File: src/rtl/rv32imf_pkg.sv
// Shared types for the RV32M divider: operation encoding and FSM state.
package rv32imf_pkg;

  localparam int XLEN = 32;

  typedef enum logic [1:0] {
    DIV  = 2'd0,
    DIVU = 2'd1,
    REM  = 2'd2,
    REMU = 2'd3
  } div_op_e;

  typedef enum logic [2:0] {
    IDLE   = 3'd0,
    PREP   = 3'd1,
    DIVIDE = 3'd2,
    FIX    = 3'd3,
    DONE   = 3'd4
  } div_state_e;

endpackage

File: src/rtl/rv32imf_ff_one.sv
// Find-first-one: index of the lowest set bit of in_i; no_ones_o flags an all-zero input.
module rv32imf_ff_one #(
  parameter int LEN = 32
) (
  input  logic [LEN-1:0]         in_i,
  output logic [$clog2(LEN)-1:0] first_one_o,
  output logic                   no_ones_o
);

  localparam int LW = $clog2(LEN);

  always_comb begin
    first_one_o = '0;
    no_ones_o   = (in_i == '0);
    // Scan downwards so the lowest set bit wins.
    for (int i = LEN - 1; i >= 0; i--) begin
      if (in_i[i]) first_one_o = LW'(i);
    end
  end

endmodule

File: src/rtl/rv32imf_div.sv
// Iterative radix-2 restoring divider for DIV/DIVU/REM/REMU; the divisor is
// pre-aligned to the dividend so only quotient-width iterations are spent.
module rv32imf_div
  import rv32imf_pkg::*;
(
  input  logic            clk_i,
  input  logic            rst_ni,
  input  logic            flush_i,
  input  logic            in_valid_i,
  output logic            in_ready_o,
  input  div_op_e         op_i,
  input  logic [XLEN-1:0] a_i,
  input  logic [XLEN-1:0] b_i,
  output logic            out_valid_o,
  input  logic            out_ready_i,
  output logic [XLEN-1:0] result_o
);

  // Handshake: an operation is taken on an edge with in_valid_i & in_ready_o;
  // the result is offered with out_valid_o and retired on an edge with
  // out_valid_o & out_ready_i. flush_i overrides both.

  div_state_e      r_state, w_next;
  div_op_e         r_op;
  logic [XLEN-1:0] r_a, r_b, r_rem, r_d, r_q;
  logic [5:0]      r_cnt;
  logic            r_sq, r_sr;

  logic            w_signed;
  logic [XLEN-1:0] w_abs_a, w_abs_b, w_rev_a, w_rev_b;
  logic [4:0]      w_lza, w_lzb, w_sh;
  logic            w_a_zero, w_b_zero, w_fast, w_accept;

  assign w_signed = (r_op == DIV) || (r_op == REM);
  assign w_abs_a  = (w_signed && r_a[XLEN-1]) ? (~r_a + 1'b1) : r_a;
  assign w_abs_b  = (w_signed && r_b[XLEN-1]) ? (~r_b + 1'b1) : r_b;

  always_comb begin
    w_rev_a = '0;
    w_rev_b = '0;
    for (int i = 0; i < XLEN; i++) begin
      w_rev_a[i] = w_abs_a[XLEN-1-i];
      w_rev_b[i] = w_abs_b[XLEN-1-i];
    end
  end

  rv32imf_ff_one #(.LEN(XLEN)) u_lz_a (
    .in_i        (w_rev_a),
    .first_one_o (w_lza),
    .no_ones_o   (w_a_zero)
  );

  rv32imf_ff_one #(.LEN(XLEN)) u_lz_b (
    .in_i        (w_rev_b),
    .first_one_o (w_lzb),
    .no_ones_o   (w_b_zero)
  );

  assign w_sh     = w_lzb - w_lza;
  assign w_fast   = w_b_zero || w_a_zero || (w_lzb < w_lza);
  assign w_accept = in_valid_i && (r_state == IDLE) && !flush_i;

  always_ff @(posedge clk_i or negedge rst_ni) begin
    if (!rst_ni) r_state <= IDLE;
    else         r_state <= w_next;
  end

  always_comb begin
    w_next      = r_state;
    in_ready_o  = 1'b0;
    out_valid_o = 1'b0;
    case (r_state)
      IDLE: begin
        in_ready_o = 1'b1;
        if (in_valid_i) w_next = PREP;
      end
      PREP:    w_next = w_fast ? FIX : DIVIDE;
      DIVIDE:  if (r_cnt == '0) w_next = FIX;
      FIX:     w_next = DONE;
      DONE: begin
        out_valid_o = 1'b1;
        if (out_ready_i) w_next = IDLE;
      end
      default: w_next = IDLE;
    endcase
    if (flush_i) w_next = IDLE;
  end

  always_ff @(posedge clk_i or negedge rst_ni) begin
    if (!rst_ni) begin
      r_op     <= DIV;
      r_a      <= '0;
      r_b      <= '0;
      r_rem    <= '0;
      r_d      <= '0;
      r_q      <= '0;
      r_cnt    <= '0;
      r_sq     <= 1'b0;
      r_sr     <= 1'b0;
      result_o <= '0;
    end else if (!flush_i) begin
      case (r_state)
        IDLE: if (w_accept) begin
          r_op <= op_i;
          r_a  <= a_i;
          r_b  <= b_i;
        end
        PREP: begin
          r_q <= '0;
          if (w_fast) begin
            // Trivial results bypass sign correction: r is the raw dividend.
            r_rem <= r_a;
            r_sq  <= 1'b0;
            r_sr  <= 1'b0;
            if (w_b_zero) r_q <= '1;
          end else begin
            r_rem <= w_abs_a;
            r_d   <= w_abs_b << w_sh;
            r_cnt <= {1'b0, w_sh} + 6'd1;
            r_sq  <= (r_op == DIV) && (r_a[XLEN-1] ^ r_b[XLEN-1]);
            r_sr  <= (r_op == REM) && r_a[XLEN-1];
          end
        end
        DIVIDE: if (r_cnt != '0) begin
          if (r_rem >= r_d) begin
            r_rem <= r_rem - r_d;
            r_q   <= {r_q[XLEN-2:0], 1'b1};
          end else begin
            r_q   <= {r_q[XLEN-2:0], 1'b0};
          end
          r_d   <= r_d >> 1;
          r_cnt <= r_cnt - 6'd1;
        end
        FIX: begin
          if ((r_op == DIV) || (r_op == DIVU))
            result_o <= r_sq ? (~r_q + 1'b1) : r_q;
          else
            result_o <= r_sr ? (~r_rem + 1'b1) : r_rem;
        end
        default: ;
      endcase
    end
  end

endmodule

File: config.mk
export PLATFORM = sky130hd
export DESIGN_NAME = rv32imf_div
export DESIGN_NICKNAME = d
export VERILOG_FILES = /design/src/rtl/rv32imf_pkg.sv /design/src/rtl/rv32imf_ff_one.sv /design/src/rtl/rv32imf_div.sv
export SDC_FILE = /design/constraint.sdc
export NUM_CORES = 1
export LEC_CHECK = 0
export ABC_CLOCK_PERIOD_IN_PS = 9600
export BUFFER_PORTS_ARGS = -buffer_cell sky130_fd_sc_hd__buf_4
export CAP_MARGIN = 20
export CORE_MARGIN = 2
export CORE_UTILIZATION = 68
export CTS_CLUSTER_DIAMETER = 50
export DETAILED_ROUTE_END_ITERATION = 7
export MAX_ROUTING_LAYER = met4
export PLACE_DENSITY = 0.88
export RECOVER_POWER = 50
export REMOVE_ABC_BUFFERS = 1
export SKIP_CTS_REPAIR_TIMING = 1
export SYNTH_ARGS = -nofsm -noshare
export SYNTH_HDL_FRONTEND = slang
export SYNTH_SLANG_ARGS = --single-unit
export TNS_END_PERCENT = 20
File: constraint.sdc
create_clock -name clk_i -period 9.6 [get_ports clk_i]
set_clock_uncertainty 0.2 [all_clocks]
set_input_delay 0.96 -clock clk_i [delete_from_list [all_inputs] [get_ports clk_i]]
set_output_delay 0.96 -clock clk_i [all_outputs]
set_load 0.05 [all_outputs]
=== Yosys cells after proc, flatten, opt, wreduce, memory -nomap -nowiden ===
Cells that the tools add are included.

* Bitwise gates (word level): 6
* Div/mod/pow operators: 0
* Muxes and demuxes: 94
* $add $sub $neg: 8
* Reductions and logical operators: 25
* $lt $le $gt $ge: 2
* Shift operators: 1
* Equality and inequality tests: 12
* Multipliers: 0

{| class="wikitable"
|+ Operator list
! kind !! number
|-
| $mux 32 || 13
|-
| $mux 5 || 64
|-
| $pmux 32 s2 || 3
|-
| $add 32x1->32 const B || 4
|-
| $not 32->32 || 4
|-
| $logic_not 32->1 || 2
|-
| $ge 32x32->1 || 1
|-
| $shl 32x5->32 || 1
|-
| $sub 32x32->32 || 1
|-
| $pmux 3 s5 || 1
|-
| $mux 3 || 4
|-
| $mux 6 || 2
|-
| $pmux 6 s2 || 1
|-
| $ne 3x3->1 const B || 3
|-
| $reduce_and 3->1 || 3
|-
| $reduce_and 4->1 || 2
|-
| $add 5x1->6 const B || 1
|-
| $eq 3x2->1 const B || 2
|-
| $logic_and 1x1->1 || 6
|-
| $logic_not 6->1 || 1
|-
| $mux 1 || 6
|-
| $ne 2x2->1 const B || 3
|-
| $reduce_bool 6->1 || 1
|-
| $sub 6x1->6 const B || 1
|-
| other kinds (14) || 18
|}

* Register bits: 205
* ROM bits: 0
* Output and inout port bits: 34
* Logic and storage cells: 159
* Latch bits: 0
* RAM bits: 0
* Memories: 0

=== Logic depth before layout (Yosys ltp) ===
Gate-level depths: netlist of the first run.

* Depth in word-level cells: 41
* Gate-level depth with buffers: 29
* Gate-level depth less buffers: 24

=== By module ===
From an unflattened synthesis of the first run, not the netlist that was laid out.

* Cells, all modules: 2,034
* Area total of the unflattened synthesis: 16,678.5 um^2

{| class="wikitable"
|+ By module, submodules not included
! module !! area an instance (um^2) !! cells each !! instances
|-
| rv32imf_div || 15,907.8 || 1,904 || 1
|-
| rv32imf_ff_one || 385.4 || 65 || 2
|}

=== Least setup slack after synthesis of the first run ===
OpenSTA, ideal clock, no wires.

* Path kind: flip-flop to flip-flop
* From: register r_a[0]
* To: register r_d[28]
* Arrival time: 5,875 ps
* Stages on the path, launching flop included: 27
* Period minus slack after synthesis: 6,170 ps
* Slack: 3,430 ps
* Path buffers: 6
* Setup time: 95 ps
* Cells stage by stage: dfrtp_1 > clkbuf_1 > inv_1 > ha_1 > clkbuf_1 > or4b_1 > clkbuf_1 > or4_1 > a21oi_1 > a22o_1 > a21oi_1 > o211ai_1 > nand3_1 > a21boi_0 > o21ai_0 > a211o_1 > fa_1 > clkbuf_1 > buf_1 > clkbuf_1 > mux2i_1 > mux2i_1 > a21oi_1 > mux2i_1 > a221oi_1 > a21oi_1 > o31ai_1

* Word-level cells in the longest chain between the ends: 39
* Elaborated cells between the ends (all ways): 45
* Those cells by class: add/sub: 2; order compare: 1; eq/ne: 1; shift: 1; mux: 35; bitwise: 1; reduce/logical: 4

{| class="wikitable"
|+ RTL lines
! element !! RTL line !! source
|-
| start: declaration || rv32imf_div.sv:25 || <nowiki>logic [XLEN-1:0] r_a, r_b, r_rem, r_d, r_q;</nowiki>
|-
| start signal: assignment || rv32imf_div.sv:105 || <nowiki>r_a <= a_i;</nowiki>
|-
| $not 32->32 || rv32imf_div.sv:35 || <nowiki>assign w_abs_a = (w_signed && r_a[XLEN-1]) ? (~r_a + 1'b1) : r_a;</nowiki>
|-
| $add 32x1->32 || rv32imf_div.sv:35 ||
|-
| $mux 32 * || rv32imf_div.sv:35 ||
|-
| $mux 5 (32 in series) || rv32imf_ff_one.sv:17 || <nowiki>if (in_i[i]) first_one_o = LW'(i);</nowiki>
|-
| $sub 5x5->5 or $lt 5x5->1 (tied branches) || rv32imf_div.sv:59, rv32imf_div.sv:60 ||
|-
| $shl 32x5->32 or $logic_or 1x1->1 (tied branches) || rv32imf_div.sv:118, rv32imf_div.sv:60 ||
|-
| $mux 32 or $ne 2x2->1 (tied branches) || -- ||
|-
| $pmux 32 s2 or $reduce_and 4->1 (tied branches) || -- ||
|-
| end signal: assignment || rv32imf_div.sv:118 || <nowiki>r_d <= w_abs_b << w_sh;</nowiki>
|-
| end signal: assignment || rv32imf_div.sv:131 || <nowiki>r_d <= r_d >> 1;</nowiki>
|-
| end: declaration || rv32imf_div.sv:25 ||
|}

Mark *: on every way between the ends. The rest lies on a longest branch, timed or not. The select of a mux whose other input is x is not followed.
A chain may end at the register's enable or synchronous reset.

=== Final worst setup path of the first run ===
* From: register r_b[0]
* To: register r_d[17]

* Word-level cells in the longest chain between the ends: 39
* Elaborated cells between the ends (all ways): 45
* Those cells by class: add/sub: 2; order compare: 1; eq/ne: 1; shift: 1; mux: 35; bitwise: 1; reduce/logical: 4

{| class="wikitable"
|+ RTL lines
! element !! RTL line !! source
|-
| start: declaration || rv32imf_div.sv:25 ||
|-
| start signal: assignment || rv32imf_div.sv:106 || <nowiki>r_b <= b_i;</nowiki>
|-
| $not 32->32 || rv32imf_div.sv:36 || <nowiki>assign w_abs_b = (w_signed && r_b[XLEN-1]) ? (~r_b + 1'b1) : r_b;</nowiki>
|-
| $add 32x1->32 || rv32imf_div.sv:36 ||
|-
| $mux 32 * || rv32imf_div.sv:36 ||
|-
| $mux 5 (32 in series) || rv32imf_ff_one.sv:17 ||
|-
| $sub 5x5->5 or $lt 5x5->1 (tied branches) || rv32imf_div.sv:59, rv32imf_div.sv:60 ||
|-
| $shl 32x5->32 or $logic_or 1x1->1 (tied branches) || rv32imf_div.sv:118, rv32imf_div.sv:60 ||
|-
| $mux 32 or $ne 2x2->1 (tied branches) || -- ||
|-
| $pmux 32 s2 or $reduce_and 4->1 (tied branches) || -- ||
|}

Marked as above.

==> out/qor.txt, run 1 <==
Run status: finished with violations
Failing checks: capacitance limit, slew limit
Final net count: 2,246
CP startpoint kind: register
Slew @ Worst Pin: 3.804 ns
CP max stage cell: fa_2
Final setup violation count: 0
Reg2reg end: r_d[17]
Hold Crit Class: reg2reg
Critical Path Start: r_b[0]
Worst hold path startpoint: result_o[20]
Vias per cell: 6.885
Post-synthesis mux area share: 8.829%
Compound-cell area share of the yosys netlist: 24.01%
Gpl congestion: 1.036
Layout cell share with drive strength beyond 1: 14.07%
Crit-path max FO: 45
Hold Slack: 0.2722 ns
IO Count: 105
Final worst-path cycle share: 74.43%
Number of distinct library cells after synthesis: 86
TritonCTS clock tree: built
Num CTS Buffers: 29
GRT Residual Overflow: 0
Post-synthesis register bit count: 205
Max-cap violations: 4
Max Fclk: 140.0 MHz
RSZ-0062 raised after global routing: false
Vias: 17,061
Setup_tns: 0 ns
Max transition margin: -153.6%
Dpl hpwl: 38.18 mm
First-pass GRT wire length: 82.67 mm
Yosys synthesis warning count: 0
Worst Path Required: 9.80 ns
Die height: 163.4 microns
Crit path capture: r_d[17]
Worst R2R Setup Slack: 2.45 ns
Final WL: 52.57 mm
Cells after Synth: 2,142
Total global-route track usage: 39.67%
Cell area after synthesis: 17,270 sq um
Critical path endpoint category: register
Main synth FF type: dfrtp_1
Initial antenna violation count: 0
Design area: 18,920 sq um
Number of flops mapped to enable cells by yosys: 0
Worst R2R Path Depth: 22
Post-Synth Simple-Gate Area: 20.64%
Htree depth: 1
Remaining DRCs: 0
Drt pass-1 iters: 8
FP Rows: 58
Initial core utilization: 69.00%
Layout area overhead: 9.546%
Largest area contributor in the netlist: dfrtp_1
Chip Width: 163.4 microns
Async set-reset flop share out of synthesis: 100.0%
Max Slew Vio Count: 270
Buf/Inv on CP: 3
Maximum number of pins on one net before global-route repair: 74
Post-Synth Adder-Cell Area: 3.564%
Area after DPL: 18,040 sq um
Avg Inst Size Synth: 8.064 sq um
Longest Clk Path Bufs: 3
Worst EP arrival: 7.35 ns
Drt first-iter violations: 2,029
Post-synthesis sequential area ratio: 29.70%
Final Critical Period: 7.145 ns
Worst r2r src: r_b[0]
Vias in the first global route: 15,660
Family with the most delay on the worst path: adder cells
Critical-path cell list: inv_1 -> ha_1 -> nor4b_2 -> nand4_1 -> o21ai_0 -> xor2_1 -> o211a_1 -> o21ai_0 -> a31oi_1 -> nor3b_1 -> or2_2 -> a31oi_1 -> ha_1 -> inv_1 -> fa_2 -> inv_1 -> mux2_2 -> mux2i_1 -> mux2_2 -> mux2_2 -> a221oi_1 -> o31ai_1
Final Hold Violating Endpoints: 0
Final core utilization: 75.58%
Die ar.: 26,690 sq um
Largest family of logic cells by synthesized area: compound AO/OA/AOI/OAI gates
Core area: 25,040 sq um
Clk slew on worst S/H paths: 0.06 ns
CP max stage delay: 1.16 ns
Share of the synthesized area in the top cell type: 29.70%
Post-Synth XOR/XNOR Area: 7.960%
Largest cells by area after synthesis: dfrtp_1, o21ai_0, mux2_2
Port bufs: 104
Drt wl/cell: 21.21 microns
Number of cells on the critical path: 22
Routed Antenna Nets: 0
CTS sink count: 205
Worst-Skew Late Latency: 0.56 ns
Worst setup path category: reg2reg
CTS Root Cell: clkbuf_16
[metrics by stage]
stage,setup WS (ns),std cells
floorplan,2.140,1970
global placement,2.833,2424
detailed placement,2.562,2424
CTS,2.563,2475
global route,1.286,2477
finish,2.455,2478
[placed cells by master, fill, tap and decap left out, types with 17 or more instances in the layout]
| master | Yosys | final |
|---|---|---|
| inv_1 | 67 | 67 |
| mux2i_1 | 41 | 41 |
| xnor2_1 | 78 | 77 |
| nand2_1 | 230 | 230 |
| nor3_1 | 50 | 49 |
| or3_1 | 31 | 31 |
| ha_1 | 46 | 46 |
| dfrtp_1 | 205 | 204 |
| or2_2 | 20 | 20 |
| mux2_2 | 81 | 81 |
| nand3_1 | 52 | 51 |
| a21oi_1 | 129 | 129 |
| nand2b_1 | 21 | 21 |
| o21ai_0 | 197 | 197 |
| nor2_1 | 160 | 159 |
| o31ai_1 | 34 | 34 |
| o211ai_1 | 21 | 21 |
| clkbuf_1 | 154 | 17 |
| a211oi_1 | 22 | 22 |
| buf_4 | 0 | 113 |
| xor2_1 | 79 | 78 |
| clkbuf_16 | 0 | 29 |
| a31oi_1 | 56 | 55 |
| nand4_1 | 31 | 31 |
| or4_1 | 19 | 19 |
| nor4_1 | 27 | 27 |
| a221oi_1 | 21 | 21 |
[cell usage after synthesis (46+ instances only)]
cell type / n
o21ai_0: 197
mux2_2: 81
nand3_1: 52
dfrtp_1: 205
nand2_1: 230
a21oi_1: 129
inv_1: 67
ha_1: 46
xnor2_1: 78
nor2_1: 160
a31oi_1: 56
nor3_1: 50
xor2_1: 79
clkbuf_1: 154
[cell type report]
cell class | instances | area (sq um)
Timing Repair Buffer | 126 | 908.4
Tap cell | 330 | 412.9
Fill cell | 1893 | 6113
Multi-Input combinational cell | 1698 | 11300
Inverter | 67 | 251.5
Clock buffer | 40 | 827.0
Antenna cell | 1 | 2.502
Clock inverter | 11 | 88.84
Sequential cell | 205 | 5131
[worst register-to-register path: stages (launching register included)]
cell and delay, ns:
dfrtp_1 0.46, inv_1 0.13, ha_1 0.34, nor4b_2 0.56, nand4_1 0.35, o21ai_0 0.43
xor2_1 0.36, o211a_1 0.20, o21ai_0 0.06, a31oi_1 0.17, nor3b_1 0.06, or2_2 0.29
a31oi_1 0.18, ha_1 0.16, inv_1 0.06, fa_2 1.16, inv_1 0.45, mux2_2 0.36
mux2i_1 0.09, mux2_2 0.32, mux2_2 0.27, a221oi_1 0.26, o31ai_1 0.11
[routing by layer]
layer / global-route usage [%] / routed length [microns] / vias to the layer above
met5: - / 0 / -
met4: 16.33 / 2279 / 0
met3: 6.374 / 4868 / 166
met2: 61.74 / 24060 / 948
met1: 51.74 / 21370 / 8093
li1: - / - / 7854
[sequential cells by signal (all words and copies together), names as in the netlist]
register	cells
r_a	32
r_b	32
r_d	32
r_q	32
r_rem	32
result_o	32
r_cnt	6
r_state	3
r_op	2
r_sq	1
r_sr	1
[worst min-delay path by stage]
stage / endpoint / depth (start not counted)
CTS: r_q[28] / 1
floorplan: r_d[27] / 2
global placement: r_d[27] / 2
detailed placement: result_o[27] / 2
global route: result_o[20] / 2
finish: result_o[20] / 2
[cells by family after synthesis]
| family | count (synthesis) |
|---|---|
| and+or+nand+nor | 719 |
| xor gates and xnor gates | 157 |
| DFF | 205 |
| adders and majority gates | 48 |
| AOI/OAI and AO/OA | 643 |
| muxes | 131 |
| buffers and inverters | 239 |
Power of run 1 is left out: the tool's default activity adds up to more than one toggle a clock period on the data nets, which glitch-free logic cannot reach.
==> run 2, diff against run 1 <==
--- a/config.mk
+++ b/config.mk
@@ -5,15 +5,15 @@
 export SDC_FILE = /design/constraint.sdc
 export NUM_CORES = 1
 export LEC_CHECK = 0
-export ABC_CLOCK_PERIOD_IN_PS = 9600
+export ABC_CLOCK_PERIOD_IN_PS = 7200
 export BUFFER_PORTS_ARGS = -buffer_cell sky130_fd_sc_hd__buf_4
 export CAP_MARGIN = 20
 export CORE_MARGIN = 2
-export CORE_UTILIZATION = 68
+export CORE_UTILIZATION = 63
 export CTS_CLUSTER_DIAMETER = 50
 export DETAILED_ROUTE_END_ITERATION = 7
 export MAX_ROUTING_LAYER = met4
-export PLACE_DENSITY = 0.88
+export PLACE_DENSITY = 0.82
 export RECOVER_POWER = 50
 export REMOVE_ABC_BUFFERS = 1
 export SKIP_CTS_REPAIR_TIMING = 1
==> constraint.sdc (replaced) <==
create_clock -name clk_i -period 7.2 [get_ports clk_i]
set_clock_uncertainty 0.2 [all_clocks]
set_input_delay 0.72 -clock clk_i [delete_from_list [all_inputs] [get_ports clk_i]]
set_output_delay 0.72 -clock clk_i [all_outputs]
set_load 0.05 [all_outputs]
==> run 2 against run 1 <==
Net effect: the flow still finishes with violations (capacitance limit, slew limit); sequential share of layout area decreased by 0.19 points; setup slack got worse by 1.8 ns; register-to-register slack worse by 1.8 ns; flip-flop and latch count unchanged.
==> out/qor.txt, run 2 (same netlist as run 1, synthesis figures left out) <==
Htree depth: 1 (unchanged)
Failing checks: capacitance limit, slew limit
Final net count: 2,264 (+0.80%)
Critical-path cell list: nor4_2 -> buf_4 -> a211oi_1 -> nor4_1 -> o31ai_1 -> a311o_1 -> a21oi_1 -> o21bai_1 -> a21oi_1 -> o21ai_0 -> a31oi_1 -> ha_1 -> a21oi_1 -> o21ai_0 -> and2_1 -> o21a_1 -> nor2_1 -> a211oi_4 -> o31ai_4 -> buf_4 -> a221oi_1 -> a21oi_1
CTS sink count: 205 (unchanged)
Worst EP arrival: 6.81 ns (-0.54 ns)
Final setup violation count: 0 (unchanged)
FP Rows: 60 (+3.4%)
Fillers: 2,184 (+15%)
Placed cells: 2,453 (+1.2%)
Most frequent cells in the layout: nand2_1, dfrtp_1, o21ai_0
Drt wl/cell: 20.74 microns (-2.2%)
Core area: 26,950 sq um (+7.6%)
Vias per cell: 6.837 (-0.70%)
Vias: 17,126 (+0.38%)
Max-cap violations: 2 (-2)
Final Hold Violating Endpoints: 0 (unchanged)
Layout area overhead: 10.30%
Die height: 169.6 microns (+3.8%)
Drt pass-1 iters: 6 (-2)
Port bufs: 104 (unchanged)
Hold depth: 2 (unchanged)
CP max stage cell: nor4_2
Vias in the first global route: 15,693 (+0.21%)
Run status: finished with violations
Commonest non-fill, non-tap cell in the layout: nand2_1
Slew @ Worst Pin: 4.825 ns (+1.022 ns)
Max transition margin: -221.7% (-68 points)
CP most frequent cell: a21oi_1
Layout cell share with drive strength beyond 1: 14.42% (+0.35 points)
Dpl hpwl: 38.36 mm (+0.49%)
Clk slew on worst S/H paths: 0.06 ns (about the same)
Crit-path max FO: 26 (-42%)
Num CTS Buffers: 29 (unchanged)
Routed Antenna Nets: 0 (unchanged)
First-pass GRT wire length: 83.38 mm (+0.86%)
Number of diodes: 0 (-1)
Drt first-iter violations: 2,053 (+1.2%)
CP startpoint kind: register
Maximum number of pins on one net before global-route repair: 90 (+22%)
IO Count: 105 (unchanged)
Initial core utilization: 64.09% (-4.9 points)
Final worst-path cycle share: 90.85% (+16 points)
Remaining DRCs: 0 (unchanged)
Worst setup path category: reg2reg
Max Fclk: 152.9 MHz (+9.2%)
Longest Clk Path Bufs: 3 (unchanged)
Post-Layout Cell Count: 2,505 (+1.1%)
RSZ-0062 raised after global routing: false
GRT Residual Overflow: 0 (unchanged)
Final Critical Period: 6.541 ns (-0.6042 ns)
CTS Root Cell: clkbuf_16
CP max stage delay: 0.83 ns (-0.33 ns)
Hold Crit Class: in2reg
Total global-route track usage: 36.81% (-2.9 points)
Area after DPL: 18,180 sq um (+0.78%)
Chip Width: 169.6 microns (+3.8%)
Max Slew Vio Count: 158 (-41%)
Final WL: 51.95 mm (-1.2%)
Initial antenna violation count: 1 (+1)
Hold Slack: 0.1398 ns (-0.1324 ns)
Worst-Skew Late Latency: 0.56 ns (about the same)
Worst R2R Path Depth: 22 (unchanged)
Die ar.: 28,760 sq um (+7.7%)
Worst Path Required: 7.47 ns (-2.33 ns)
Gpl congestion: 1.002 (-3.2%)
Critical path endpoint category: register
TritonCTS clock tree: built
Design area: 19,050 sq um (+0.69%)
[run 2: worst max-delay path, delay by kind of cell, from the launching register on]
family | cells | cell delay (ns)
simple gates | 4 | 1.70
compound gates | 15 | 3.05
fa+ha+maj | 1 | 0.30
buf+inv | 2 | 0.68
flops | 1 | 0.52
[run 2: layout make-up]
| cell class | instances | area [sq um] | share of cell area, % |
|---|---|---|---|
| clock buffer | 37 | 775.7 | 4.071 |
| clock inverter | 13 | 147.6 | 0.7749 |
| inverter | 67 | 251.5 | 1.320 |
| multi-input combinational | 1698 | 11290 | 59.27 |
| sequential | 205 | 5131 | 26.93 |
| tap | 341 | 426.7 | 2.239 |
| timing repair buffer | 144 | 1028 | 5.398 |
[run 2: path summary, 6_finish.rpt]
path | to | start | slack, ns
max in group asynchronous | r_a[14] | rst_ni | 1.52
worst max register to register | r_d[2] | r_b[3] | 0.66
min in group asynchronous | r_q[28] | rst_ni | 1.68
worst min-delay path | r_state[2] | out_ready_i | 0.14
worst max-delay path | r_d[2] | r_b[3] | 0.66
worst min register to register | result_o[21] | result_o[21] | 0.27
[run 2: metrics by stage]
stage	TNS, ns	utilization [%]	setup WS, ns
after floorplan	-6.554	-	-0.2600
after global placement	0	67.45	0.9360
after detailed placement	0	67.45	0.8207
after CTS	0	70.88	0.7701
after global routing	0	70.70	0.09172
final	0	70.70	0.6591
[run 2: metal layers]
layer	global-route usage (%)	share of wire, %	vias up
met5	-	0	-
met4	12.37	3.5	0
met3	4.804	8.8	121
met2	57.66	46	894
met1	49.61	42	8223
li1	-	-	7888
Power of run 2 is left out for the same reason.
